==> config.mk <==
export PLATFORM = sky130hd
export DESIGN_NAME = huffman_window_feeder_flat
export DESIGN_NICKNAME = d
export VERILOG_FILES = /design/src/rtl/huffman_pkg.sv /design/src/rtl/huffman_window_feeder_if.sv /design/src/rtl/huffman_window_feeder_bit_merge.sv /design/src/rtl/huffman_window_feeder.sv /design/src/flat_wrapper.sv
export SDC_FILE = /design/constraint.sdc
export NUM_CORES = 1
export LEC_CHECK = 0
export ABC_AREA = 0
export BUFFER_PORTS_ARGS = -buffer_cell sky130_fd_sc_hd__buf_2
export CAP_MARGIN = 20
export CORE_MARGIN = 10
export CORE_UTILIZATION = 57
export CTS_CLUSTER_SIZE = 16
export DETAILED_ROUTE_END_ITERATION = 10
export PLACE_DENSITY = 0.8
export SKIP_LAST_GASP = 1
export SYNTH_ARGS = -nofsm -noshare
export SYNTH_HDL_FRONTEND = slang
export SYNTH_SLANG_ARGS = --single-unit
==> constraint.sdc <==
create_clock -name clk -period 10.09 [get_ports clk]
set_input_delay 2.018 -clock clk [delete_from_list [all_inputs] [get_ports clk]]
set_output_delay 2.018 -clock clk [all_outputs]
set_load 0.005 [all_outputs]
==> src/rtl/huffman_pkg.sv <==
// Shared definitions for the Huffman window feeder: default geometry,
// fixed port widths and the feeder state type.
package huffman_pkg;

  localparam int unsigned WORD_WIDTH_DEF = 32;
  localparam int unsigned WIN_WIDTH_DEF  = 10;
  localparam int unsigned BUF_WIDTH_DEF  = 64;

  // fill_level / symbolLength / statistics counter widths
  localparam int unsigned FILL_W  = 7;
  localparam int unsigned LEN_W   = 4;
  localparam int unsigned STATS_W = 32;

  typedef enum logic [1:0] {
    ST_IDLE,
    ST_FILL,
    ST_DRAIN,
    ST_DONE
  } feeder_state_e;

  // Zero-extend a symbol length to the fill-level width.
  function automatic logic [FILL_W-1:0] len_to_fill(input logic [LEN_W-1:0] len);
    return FILL_W'(len);
  endfunction

endpackage

==> src/rtl/huffman_window_feeder_if.sv <==
// Stream-in / window-out bundle of the Huffman window feeder.
// Optional macro FEEDER_STATS_EN adds the bits_consumed counter output.
interface huffman_window_feeder_if
  import huffman_pkg::*;
#(
  parameter int unsigned WORD_WIDTH = WORD_WIDTH_DEF,
  parameter int unsigned WIN_WIDTH  = WIN_WIDTH_DEF
);

  // upstream word stream
  logic [WORD_WIDTH-1:0] in_word;
  logic                  in_valid;
  logic                  in_last;
  logic                  in_ready;

  // decoder side
  logic [WIN_WIDTH-1:0]  window;
  logic                  load;
  logic                  consume;
  logic [LEN_W-1:0]      symbolLength;

  // control / status
  logic                  flush;
  logic [FILL_W-1:0]     fill_level;
  logic                  done;
  logic                  err;

`ifdef FEEDER_STATS_EN
  logic [STATS_W-1:0]    bits_consumed;

  modport master (
    output in_word, in_valid, in_last, consume, symbolLength, flush,
    input  in_ready, window, load, fill_level, done, err, bits_consumed
  );

  modport slave (
    input  in_word, in_valid, in_last, consume, symbolLength, flush,
    output in_ready, window, load, fill_level, done, err, bits_consumed
  );
`else
  modport master (
    output in_word, in_valid, in_last, consume, symbolLength, flush,
    input  in_ready, window, load, fill_level, done, err
  );

  modport slave (
    input  in_word, in_valid, in_last, consume, symbolLength, flush,
    output in_ready, window, load, fill_level, done, err
  );
`endif

endinterface

==> src/rtl/huffman_window_feeder_bit_merge.sv <==
// huffman_bit_merge: combinational next-buffer datapath of the feeder.
// The buffer is MSB-aligned: unconsumed bits sit at the top, everything
// below the fill level is zero. The buffer is shifted left by the consumed
// length and an accepted word is OR-ed in directly behind the remaining bits.
module huffman_bit_merge
  import huffman_pkg::*;
#(
  parameter int unsigned BUF_WIDTH  = BUF_WIDTH_DEF,
  parameter int unsigned WORD_WIDTH = WORD_WIDTH_DEF
) (
  input  logic [BUF_WIDTH-1:0]  i_buf,
  input  logic [FILL_W-1:0]     i_shift,
  input  logic [FILL_W-1:0]     i_pos,
  input  logic [WORD_WIDTH-1:0] i_word,
  input  logic                  i_append,
  output logic [BUF_WIDTH-1:0]  o_buf
);

  logic [BUF_WIDTH-1:0] w_shifted;
  logic [BUF_WIDTH-1:0] w_word_ext;
  logic [BUF_WIDTH-1:0] w_placed;

  // Shift out consumed bits and place the new word at the post-shift fill level.
  // The caller guarantees i_pos <= BUF_WIDTH-WORD_WIDTH, so no word bit falls off.
  always_comb begin
    w_shifted  = i_buf << i_shift;
    w_word_ext = '0;
    w_word_ext[BUF_WIDTH-1 -: WORD_WIDTH] = i_word;
    w_placed   = w_word_ext >> i_pos;
    o_buf      = i_append ? (w_shifted | w_placed) : w_shifted;
  end

endmodule

==> src/rtl/huffman_window_feeder.sv <==
// huffman_window_feeder: packs an MSB-first word stream into a bit buffer
// and presents a sliding window to a Huffman decoder, discarding
// symbolLength bits on each consume.
// Optional macro FEEDER_STATS_EN adds the 32-bit bits_consumed counter.
module huffman_window_feeder
  import huffman_pkg::*;
#(
  parameter int unsigned WORD_WIDTH = WORD_WIDTH_DEF,
  parameter int unsigned WIN_WIDTH  = WIN_WIDTH_DEF,
  parameter int unsigned BUF_WIDTH  = BUF_WIDTH_DEF
) (
  input logic                   clk,
  input logic                   rst,
  huffman_window_feeder_if.slave bus
);

  localparam logic [FILL_W-1:0] ACCEPT_MAX = FILL_W'(BUF_WIDTH - WORD_WIDTH);
  localparam logic [FILL_W-1:0] WIN_FILL   = FILL_W'(WIN_WIDTH);
  localparam logic [FILL_W-1:0] WORD_FILL  = FILL_W'(WORD_WIDTH);

  feeder_state_e         r_state;
  feeder_state_e         w_state_next;

  logic [BUF_WIDTH-1:0]  r_buf;
  logic [BUF_WIDTH-1:0]  w_buf_next;
  logic [FILL_W-1:0]     r_fill;
  logic                  r_err;

  logic                  w_in_ready;
  logic                  w_load;
  logic                  w_done;

  logic                  w_accept;
  logic [FILL_W-1:0]     w_len;
  logic                  w_cons_req;
  logic                  w_cons_ok;
  logic                  w_cons_bad;
  logic [FILL_W-1:0]     w_shift;
  logic [FILL_W-1:0]     w_fill_shifted;
  logic [FILL_W-1:0]     w_fill_next;

  // State register.
  always_ff @(posedge clk or negedge rst) begin
    if (!rst) begin
      r_state <= ST_IDLE;
    end else begin
      r_state <= w_state_next;
    end
  end

  // Next-state logic; flush overrides every other transition.
  always_comb begin
    w_state_next = r_state;
    case (r_state)
      ST_IDLE: begin
        if (w_accept) begin
          w_state_next = bus.in_last ? ST_DRAIN : ST_FILL;
        end
      end
      ST_FILL: begin
        if (w_accept && bus.in_last) begin
          w_state_next = ST_DRAIN;
        end
      end
      ST_DRAIN: begin
        if (w_fill_next == '0) begin
          w_state_next = ST_DONE;
        end
      end
      ST_DONE: begin
        w_state_next = ST_DONE;
      end
      default: begin
        w_state_next = ST_IDLE;
      end
    endcase
    if (bus.flush) begin
      w_state_next = ST_IDLE;
    end
  end

  // State-derived outputs; in_ready is held low for as long as reset is asserted.
  always_comb begin
    w_in_ready = rst
              && ((r_state == ST_IDLE) || (r_state == ST_FILL))
              && (r_fill <= ACCEPT_MAX);
    w_load     = (r_fill >= WIN_FILL)
              || ((r_state == ST_DRAIN) && (r_fill != '0));
    w_done     = (r_state == ST_DONE);
  end

  // Accept / consume qualification and next fill level.
  always_comb begin
    w_accept       = bus.in_valid && w_in_ready;
    w_len          = len_to_fill(bus.symbolLength);
    w_cons_req     = bus.consume && (bus.symbolLength != '0);
    w_cons_ok      = w_cons_req && w_load
                  && (w_len <= WIN_FILL) && (w_len <= r_fill);
    w_cons_bad     = w_cons_req && !w_cons_ok;
    w_shift        = w_cons_ok ? w_len : '0;
    w_fill_shifted = r_fill - w_shift;
    w_fill_next    = w_fill_shifted + (w_accept ? WORD_FILL : '0);
  end

  huffman_bit_merge #(
    .BUF_WIDTH  (BUF_WIDTH),
    .WORD_WIDTH (WORD_WIDTH)
  ) u_merge (
    .i_buf    (r_buf),
    .i_shift  (w_shift),
    .i_pos    (w_fill_shifted),
    .i_word   (bus.in_word),
    .i_append (w_accept),
    .o_buf    (w_buf_next)
  );

  // Bit buffer, fill level and sticky error; flush clears them synchronously.
  always_ff @(posedge clk or negedge rst) begin
    if (!rst) begin
      r_buf  <= '0;
      r_fill <= '0;
      r_err  <= 1'b0;
    end else if (bus.flush) begin
      r_buf  <= '0;
      r_fill <= '0;
      r_err  <= 1'b0;
    end else begin
      r_buf  <= w_buf_next;
      r_fill <= w_fill_next;
      r_err  <= r_err | w_cons_bad;
    end
  end

`ifdef FEEDER_STATS_EN
  logic [STATS_W-1:0] r_bits_consumed;

  // Running total of bits discarded by valid consumes (wraps naturally).
  always_ff @(posedge clk or negedge rst) begin
    if (!rst) begin
      r_bits_consumed <= '0;
    end else if (bus.flush) begin
      r_bits_consumed <= '0;
    end else begin
      r_bits_consumed <= r_bits_consumed + STATS_W'(w_shift);
    end
  end

  assign bus.bits_consumed = r_bits_consumed;
`endif

  assign bus.in_ready   = w_in_ready;
  assign bus.window     = r_buf[BUF_WIDTH-1 -: WIN_WIDTH];
  assign bus.load       = w_load;
  assign bus.fill_level = r_fill;
  assign bus.done       = w_done;
  assign bus.err        = r_err;

endmodule

==> src/flat_wrapper.sv <==
// flat-port wrapper written by rule: the top's interface ports become plain ports
module huffman_window_feeder_flat import huffman_pkg::*;
#(
  parameter int unsigned WORD_WIDTH = WORD_WIDTH_DEF,
  parameter int unsigned WIN_WIDTH  = WIN_WIDTH_DEF,
  parameter int unsigned BUF_WIDTH  = BUF_WIDTH_DEF
)
  (clk, rst, bus_in_word, bus_in_valid, bus_in_last, bus_consume, bus_symbolLength, bus_flush, bus_in_ready, bus_window, bus_load, bus_fill_level, bus_done, bus_err);
  huffman_window_feeder_if #(.WORD_WIDTH(WORD_WIDTH), .WIN_WIDTH(WIN_WIDTH)) bus_i ();
  input logic clk;
  input logic rst;
  input wire logic [$bits(bus_i.in_word)-1:0] bus_in_word;
  input wire logic [$bits(bus_i.in_valid)-1:0] bus_in_valid;
  input wire logic [$bits(bus_i.in_last)-1:0] bus_in_last;
  input wire logic [$bits(bus_i.consume)-1:0] bus_consume;
  input wire logic [$bits(bus_i.symbolLength)-1:0] bus_symbolLength;
  input wire logic [$bits(bus_i.flush)-1:0] bus_flush;
  output wire logic [$bits(bus_i.in_ready)-1:0] bus_in_ready;
  output wire logic [$bits(bus_i.window)-1:0] bus_window;
  output wire logic [$bits(bus_i.load)-1:0] bus_load;
  output wire logic [$bits(bus_i.fill_level)-1:0] bus_fill_level;
  output wire logic [$bits(bus_i.done)-1:0] bus_done;
  output wire logic [$bits(bus_i.err)-1:0] bus_err;
  assign bus_i.in_word = bus_in_word;
  assign bus_i.in_valid = bus_in_valid;
  assign bus_i.in_last = bus_in_last;
  assign bus_i.consume = bus_consume;
  assign bus_i.symbolLength = bus_symbolLength;
  assign bus_i.flush = bus_flush;
  assign bus_in_ready = bus_i.in_ready;
  assign bus_window = bus_i.window;
  assign bus_load = bus_i.load;
  assign bus_fill_level = bus_i.fill_level;
  assign bus_done = bus_i.done;
  assign bus_err = bus_i.err;
  huffman_window_feeder #(.WORD_WIDTH(WORD_WIDTH), .WIN_WIDTH(WIN_WIDTH), .BUF_WIDTH(BUF_WIDTH)) u_core (.clk(clk), .rst(rst), .bus(bus_i));
endmodule
==> results.sh, run 1 <==
export IMPL_status="finished clean"
export IMPL_io_pins=63
export IMPL_drv_cap=0
export IMPL_rows=43
export IMPL_cts_tree="done"
export IMPL_synth_edf_count=0
export IMPL_die_area_um2=19500
export IMPL_synth_warnings=0
export IMPL_ir_drop_v=0.000299
export IMPL_seq_area_frac_synth_pct=22.7
export IMPL_cp_arrival_ps=7740
export IMPL_path_max_fanout=56
export IMPL_globalplace_congestion=1.04
export IMPL_wl_per_cell_um=24.7
export IMPL_antenna_left=0
export IMPL_worst_slew_pin_slew_ps=1010
export IMPL_grt_max_degree=75
export IMPL_cts_root_buf="clkbuf_16"
export IMPL_syn_area_um2=8170
export IMPL_power_mw=3.48
export IMPL_syn_num_nets=1003
export IMPL_cp_required_ps=10350
export IMPL_cts_setup_buffers=0
export IMPL_cp_end_kind="flop"
export IMPL_final_max_slew_viol_count=0
export IMPL_grt_pass1_wl_mm=43.6
export IMPL_cts_buffers_inserted=9
export IMPL_drtIter0Drc=1337
export IMPL_slew_headroom_pct=32.4
export IMPL_hold_path_class="flop to flop"
export IMPL_rsz0062_at_grt="no"
export IMPL_vias=8232
export IMPL_worst_setup_path_type="input port to flop"
export IMPL_start_util_pct=58.6
export IMPL_n_antenna_cell=0
export IMPL_dpl_hpwl_mm=20.6
export IMPL_setup_viol=0
export IMPL_startpoint_type="input port"
export IMPL_cts_max_path_buffers=2
export IMPL_insertion_delay_ps=350
export IMPL_synth_top_cells_by_count="mux2i_1, nand2_1, a21oi_1, a22oi_1, dfrtp_1"
export IMPL_totalWireLength_mm=27.9
export IMPL_synthTopCellsByArea="dfrtp_1, mux2i_1, mux4_2"
export IMPL_grt_overflow_total=0
export IMPL_p_per_area_nw_per_um2=403
export IMPL_ys_ff_latch=74
export IMPL_fp_dieW_um=140
export IMPL_drc_errors=0
export IMPL_avgSynthCellArea_um2=8.59
export IMPL_placed_cells=1115
export IMPL_htree_num_levels=3
export IMPL_postLayoutCoreUtil_pct=62.0
export IMPL_clock_sinks=74
export IMPL_antenna_found_initial=0
export IMPL_vias_per_cell=7.28
export IMPL_dr_pass1_iters=5
export IMPL_grt_usage_pct=27.1
export IMPL_synthDistinctLibCells=80
export IMPL_yosysMostFrequentCell="mux2i_1"
export IMPL_ctsHoldBuffers=0
export IMPL_dominantRegCellSynth="dfrtp_1"
export IMPL_setup_tns_ps=0
export IMPL_synth_top_cell_by_area="dfrtp_1"
export IMPL_max_freq_mhz=134
export IMPL_hold_violations=0
export IMPL_core_um2=13900
export IMPL_p_leak_nw=3.49
export IMPL_path_clk_slew_ps=70
export IMPL_layout_nets=998
export IMPL_period_share_pct=74.2
export IMPL_fin_worst_skew_ps=11.4
export IMPL_ctsResizeCount=0
export IMPL_synthCells=951
export IMPL_grt_pass1_vias=7666
export IMPL_die_y_um=140
export IMPL_min_period_ps=7480
export IMPL_holdWs_ps=515
export IMPL_final_cells=1131
export IMPL_area_growth_pct=5.74
export IMPL_yosysTopAreaCellShare_pct=22.7
export IMPL_layout_drive_gt1_share_pct=18.1
export IMPL_io_buffer_count=62
export IMPL_ys_async_sr_fraction_pct=100
-- final timing paths --
kind / start / to / slack, ps / depth (start not counted)
setup / recovery: bus_symbolLength[0] / u_core.r_buf[26] / 2610 / 18
min in group asynchronous: rst / u_core.bus.fill_level[6] / 1490 / 1
setup reg to reg: u_core.bus.fill_level[1] / u_core.r_buf[26] / 3950 / 17
hold reg to reg: u_core.bus.err / u_core.bus.err / 510 / 2
hold / removal: u_core.bus.err / u_core.bus.err / 510 / 2
max in group asynchronous: rst / u_core.r_buf[55] / 7480 / 2
-- where the power goes --
group	switching (mW)	internal (mW)
logic	1.72	0.924
clock network	0.137	0.174
registers	0.117	0.407
total	1.97	1.51
-- cell usage in the layout, fill, tap and decap left out, types with 26 or more instances in the layout --
cell type    n
nand2_1     94
mux2i_1    139
dfrtp_1     74
a21oi_1     83
o21ai_0     42
buf_2       61
a22oi_1     77
nand3_1     34
mux4_2      26
nor2_1      48
-- stage by stage --
stage / worst slack (ps) / instance area [um2]
3_3_place_gp: 2460 / 8360
2_1_floorplan: 3700 / 8170
3_5_place_dp: 2440 / 8360
6_report: 2610 / 8640
4_1_cts: 2770 / 8640
5_1_grt: 2210 / 8640
-- state kept, by name, summed over array words and instances, names as in the netlist --
name                   flops
u_core.r_buf              64
u_core.bus.err             1
u_core.bus.fill_level      7
u_core.r_state             2
-- final cells by class --
type	count	area, um2
multi-input combinational	763	5770
fill	1260	5300
sequential	74	1850
timing repair buffer	79	440
clock buffer	11	243
tap	180	225
inverter	19	73.8
clock inverter	5	37.5
-- critical path, cell delays in order --
cell and delay, ps:
buf_2 460, inv_1 90, ha_1 300, nand4_1 80
nand2_1 110, a21o_1 500, nand2_2 250, nor2_4 130
buf_4 530, inv_2 310, ha_1 530, or4_1 150
nand2_1 90, nor3b_4 630, inv_2 310, nor3_4 700
a32oi_1 250, a31oi_1 260
-- cells by family after synthesis --
logic type | Yosys count | synth area share [%]
adder cells (fa/ha/maj) | 10 | 1.62
XOR/XNOR | 7 | 0.935
multiplexers | 175 | 25.6
buffers and inverters | 114 | 7.38
flip-flops | 74 | 22.7
AO/OA/AOI/OAI | 330 | 27.3
AND/OR/NAND/NOR | 241 | 14.5
-- metal layers --
metal  global-route usage [%]  share of wire, %  up-vias  routed length [um]
met5                        0                 0        -                   0
met1                     38.6                43     3952               11900
met3                     7.08                11       83                3190
met4                     9.29               3.1        0                 867
li1                         -                 -     3619                   -
met2                     38.5                43      578               11900
Power figures use the tool's default switching activity.
==> run 2, diff against run 1 <==
ABC_AREA = 1   (was 0)
clock period = 7.8 ns   (was 10.09 ns; I/O delays follow)
==> run 2 against run 1 <==
Sequential share of layout area shrank 1.6 points. Register-to-register slack lost 1300 ps. Final cell count grew 56%. Worst setup slack lost 790 ps. Design area grew 8.1%. Worst hold slack gained 36 ps. Clock skew shrank 2.2 ps. Die area grew 8.1%. Synthesized cell count grew 68%. First-iteration DRC count grew 62%. Area after synthesis grew 9.5%. Non-clock buffer count grew 2.
==> results.sh, run 2 <==
export IMPL_synth_top_cell_by_area="nand3_1"
export IMPL_cp_arrival_ps=6280
export IMPL_grt_usage_pct=27.6
export IMPL_synthTopCellsByArea="nand3_1, dfrtp_1, nand2_1"
export IMPL_rsz0062_at_grt="no"
export IMPL_die_area_um2=21100
export IMPL_cts_max_path_buffers=2
export IMPL_cp_slowest_cell="fa_1"
export IMPL_grt_max_degree=67
export IMPL_synthCells=1593
export IMPL_area_growth_pct=4.42
export IMPL_synth_top_cells_by_count="nand3_1, nand2_1, inv_1, o21ai_0, dfrtp_1"
export IMPL_dominantRegCellSynth="dfrtp_1"
export IMPL_hold_violations=0
export IMPL_seq_area_frac_synth_pct=20.7
export IMPL_crit_top_cell="nand2_1"
export IMPL_ys_async_sr_fraction_pct=100
export IMPL_clock_sinks=74
export IMPL_wl_per_cell_um=17.4
export IMPL_globalplace_congestion=1.07
export IMPL_layout_common_cells="nand3_1, nand2_1, inv_1"
export IMPL_period_share_pct=76.7
export IMPL_antenna_left=0
export IMPL_ctsHoldBuffers=0
export IMPL_avgSynthCellArea_um2=5.61
export IMPL_start_util_pct=58.4
export IMPL_synthDistinctLibCells=37
export IMPL_cts_tree="done"
export IMPL_regMostFlops="u_core.r_buf"
export IMPL_final_common_cell="nand3_1"
export IMPL_worst_setup_path_type="input port to flop"
export IMPL_rows=45
export IMPL_insertion_delay_ps=350
export IMPL_layout_drive_gt1_share_pct=7.83
export IMPL_worst_slew_pin_slew_ps=1100
export IMPL_synth_warnings=0
export IMPL_vias=10988
export IMPL_cts_buffers_inserted=9
export IMPL_drc_errors=0
export IMPL_dpl_hpwl_mm=21.7
export IMPL_cp_end_kind="flop"
export IMPL_htree_num_levels=3
export IMPL_cp_required_ps=8100
export IMPL_vias_per_cell=6.21
export IMPL_core_um2=15300
export IMPL_ys_ff_latch=74
export IMPL_fillCellCount=1565
export IMPL_crit_path_max_incr_delay_ps=550
export IMPL_fp_dieW_um=145
export IMPL_startpoint_type="input port"
export IMPL_slew_headroom_pct=26.8
export IMPL_syn_num_nets=1645
export IMPL_ctsResizeCount=0
export IMPL_critPathTopFamily="buffers and inverters"
export IMPL_cts_setup_buffers=0
export IMPL_cts_root_buf="clkbuf_16"
export IMPL_drtIter0Drc=2165
export IMPL_setup_ws_ps=1820
export IMPL_io_pins=63
export IMPL_yosysMostFrequentCell="nand3_1"
export IMPL_status="finished clean"
export IMPL_fin_worst_skew_ps=9.20
export IMPL_min_period_ps=5980
export IMPL_place_worst_setup_slack_ps=1640
export IMPL_path_clk_slew_ps=60
export IMPL_setup_tns_ps=0
export IMPL_hold_path_class="flop to flop"
export IMPL_path_max_fanout=62
export IMPL_die_y_um=145
export IMPL_io_buffer_count=62
export IMPL_largest_reg_flops=64
export IMPL_path_buf_inv=7
export IMPL_synth_edf_count=0
export IMPL_drv_cap=0
export IMPL_dr_pass1_iters=8
export IMPL_yosysTopAreaCellShare_pct=27.5
export IMPL_grt_pass1_vias=9759
export IMPL_n_antenna_cell=0
export IMPL_setup_viol=0
export IMPL_layout_nets=1607
export IMPL_grt_pass1_wl_mm=49.4
export IMPL_grt_overflow_total=0
export IMPL_syn_area_um2=8940
export IMPL_antenna_found_initial=0
export IMPL_max_freq_mhz=167
export IMPL_totalWireLength_mm=30.8
export IMPL_final_max_slew_viol_count=0
==> run 2: layout make-up <==
type                            count  area [um2]  area share [%]
Multi-Input combinational cell   1206        5770            61.8
Sequential cell                    74        1850            19.8
Inverter                          183         687            7.36
Timing Repair Buffer               81         455            4.88
Tap cell                          211         264            2.83
Clock buffer                       11         243            2.60
Clock inverter                      3        65.1           0.697
==> run 2: per-layer routing <==
metal	global-route usage (%)	wire length [um]	vias up
met1	37.0	12200	4863
li1	-	-	5224
met4	13.4	1390	0
met3	4.84	3590	125
met5	0	0	-
met2	41.8	13500	776
==> run 2: worst register-to-register path: cells and delay by family (launching register included) <==
kind / cells / cell delay, ps
flip-flops: 1 / 460
buffers and inverters: 6 / 1900
AND/OR/NAND/NOR: 12 / 1270
adder cells (fa/ha/maj): 2 / 680
AO/OA/AOI/OAI: 2 / 750
==> run 2: stage by stage <==
step	cell area [um2]	instances	hold slack, ps	utilization [%]
after floorplan	8940	1593	486	-
after global placement	9030	1755	533	59.0
after detailed placement	9030	1755	527	59.0
after CTS	9340	1769	539	61.0
after global routing	9340	1769	569	61.0
final	9340	1769	551	61.0
==> run 2: worst paths after layout <==
path,from,endpoint,slack [ps],cells after the start
worst max-delay path,bus_symbolLength[0],u_core.r_buf[39],1820,25
worst min-delay path,u_core.bus.err,u_core.bus.err,550,2
worst max register to register,u_core.r_state[1],u_core.r_buf[39],2670,22
worst min register to register,u_core.bus.err,u_core.bus.err,550,2
max in group asynchronous,rst,u_core.r_buf[57],5580,2
min in group asynchronous,rst,u_core.r_state[1],1160,1
==> run 2: kinds of logic after synthesis <==
family	share of synthesized area (%)
simple gates	53.1
buf+inv	15.0
compound gates	8.56
flops	20.7
fa+ha+maj	1.48
xor+xnor	0.574
mux	0.560
Power of run 2 is not shown: default switching activity piles up to over one toggle a cycle in this logic, so the estimate is an artifact.
==> run 3, diff against run 2 <==
PLACE_DENSITY = 0.83   (was 0.8)
clock period = 5.1 ns   (was 7.8 ns; I/O delays follow)
==> run 3 against run 2 <==
Sequential cell count unchanged. Non-clock buffer count up 14. Via count grew 0.71%. Largest cell class unchanged.
==> results.sh, run 3 (synthesized netlist as in run 2, its figures left out) <==
export IMPL_status="finished clean"
export IMPL_min_period_ps=4380
export IMPL_setup_viol=0
export IMPL_wl_per_cell_um=18.0
export IMPL_rows=45
export IMPL_cts_buffers_inserted=9
export IMPL_final_common_cell="nand3_1"
export IMPL_n_antenna_cell=0
export IMPL_dr_pass1_iters=6
export IMPL_path_buf_inv=6
export IMPL_worst_slew_pin_slew_ps=1030
export IMPL_slew_headroom_pct=31.1
export IMPL_io_buffer_count=62
export IMPL_worst_setup_path_type="input port to flop"
export IMPL_die_y_um=145
export IMPL_regMostFlops="u_core.r_buf"
export IMPL_path_max_fanout=22
export IMPL_crit_path_max_incr_delay_ps=560
export IMPL_hold_path_class="flop to flop"
export IMPL_grt_pass1_wl_mm=51.5
export IMPL_cts_tree="done"
export IMPL_core_um2=15300
export IMPL_clock_sinks=74
export IMPL_period_share_pct=85.8
export IMPL_grt_usage_pct=28.8
export IMPL_grt_pass1_vias=9934
export IMPL_cp_required_ps=5400
export IMPL_path_clk_slew_ps=60
export IMPL_hold_violations=0
export IMPL_antenna_found_initial=0
export IMPL_drv_cap=0
export IMPL_multi_input_area_um2=5770
export IMPL_vias=11066
export IMPL_cts_max_path_buffers=2
export IMPL_cp_arrival_ps=4670
export IMPL_totalWireLength_mm=32.1
export IMPL_critPathTopFamily="adder cells"
export IMPL_startpoint_type="input port"
export IMPL_cp_slowest_cell="fa_1"
export IMPL_vias_per_cell=6.20
export IMPL_layout_nets=1621
export IMPL_htree_num_levels=3
export IMPL_crit_top_cell="nand2_1"
export IMPL_start_util_pct=58.4
export IMPL_antenna_left=0
export IMPL_area_growth_pct=5.86
export IMPL_fp_dieW_um=145
export IMPL_fin_worst_skew_ps=8.87
export IMPL_drc_errors=0
export IMPL_grt_max_degree=75
export IMPL_grt_overflow_total=0
export IMPL_final_max_slew_viol_count=0
export IMPL_max_freq_mhz=228
export IMPL_io_pins=63
export IMPL_ctsResizeCount=0
export IMPL_layout_drive_gt1_share_pct=8.77
export IMPL_layout_common_cells="nand3_1, nand2_1, inv_1"
export IMPL_crit_chain="buf_2, inv_1, ha_1, nand2_1, nor2_1, nor2_1, nand2_2, nand3_2, inv_1, ha_1, fa_1, buf_4, buf_4, o21ai_0, nand2_1, o21ai_0, nand2_1, nand2_1, o21ai_0, nand2_1, nand3_1, nand2_1, inv_1"
export IMPL_globalplace_congestion=1.00
export IMPL_largest_reg_flops=64
export IMPL_insertion_delay_ps=350
export IMPL_setup_tns_ps=0
export IMPL_ctsHoldBuffers=0
export IMPL_seq_area_um2=1850
export IMPL_cp_end_kind="flop"
export IMPL_dpl_hpwl_mm=23.0
export IMPL_die_area_um2=21100
export IMPL_rsz0062_at_grt="no"
export IMPL_drtIter0Drc=1781
export IMPL_fillCellCount=1597
export IMPL_cts_setup_buffers=0
export IMPL_cts_root_buf="clkbuf_16"
run 3: cell types whose count changed in the layout (fill, tap and decap cells not counted):
cell,previous run,this run
clkinvlp_4,0,2
buf_12,0,2
bufinv_16,2,1
buf_4,20,32
clkbuf_8,1,2
run 3: layout make-up:
type                            instances  share of cell area [%]
Multi-Input combinational cell       1206                    61.0
Sequential cell                        74                    19.6
Inverter                              183                    7.26
Timing Repair Buffer                   95                    6.18
Tap cell                              211                    2.79
Clock buffer                           12                    2.71
Clock inverter                          4                   0.529
run 3: routing by layer:
metal	wire, um	up-vias	GRT usage (%)
met2	14400	778	44.1
met5	0	-	0
met4	1000	0	9.66
met3	3600	91	4.69
li1	-	5241	-
met1	13100	4956	40.2
run 3: tightest hold or removal path, delay by kind of cell (launching register included):
family / cells / cell delay [ps]
AOI/OAI and AO/OA: 1 / 40
DFF: 1 / 350
and+or+nand+nor: 1 / 70
run 3: path summary, 6_finish.rpt:
kind / cells past startpoint / end / start / slack [ps]
hold reg to reg: 2 / u_core.bus.err / u_core.bus.err / 500
max in group asynchronous: 2 / u_core.r_buf[9] / rst / 3490
setup reg to reg: 22 / u_core.r_buf[38] / u_core.bus.fill_level[1] / 1010
setup / recovery: 23 / u_core.r_buf[38] / bus_symbolLength[0] / 720
min in group asynchronous: 2 / u_core.r_buf[63] / rst / 920
hold / removal: 2 / u_core.bus.err / u_core.bus.err / 500
run 3: stage by stage:
stage | hold WS [ps] | cells | instance area (um2) | util (%) | setup slack [ps]
after floorplan | 486 | 1593 | 8940 | - | 431
final | 498 | 1785 | 9470 | 61.8 | 723
after global routing | 553 | 1785 | 9470 | 61.8 | 377
after CTS | 499 | 1785 | 9470 | 61.8 | 844
after detailed placement | 487 | 1769 | 9160 | 59.8 | 532
after global placement | 477 | 1769 | 9160 | 59.8 | 565
Power of run 3 is left out for the same reason.
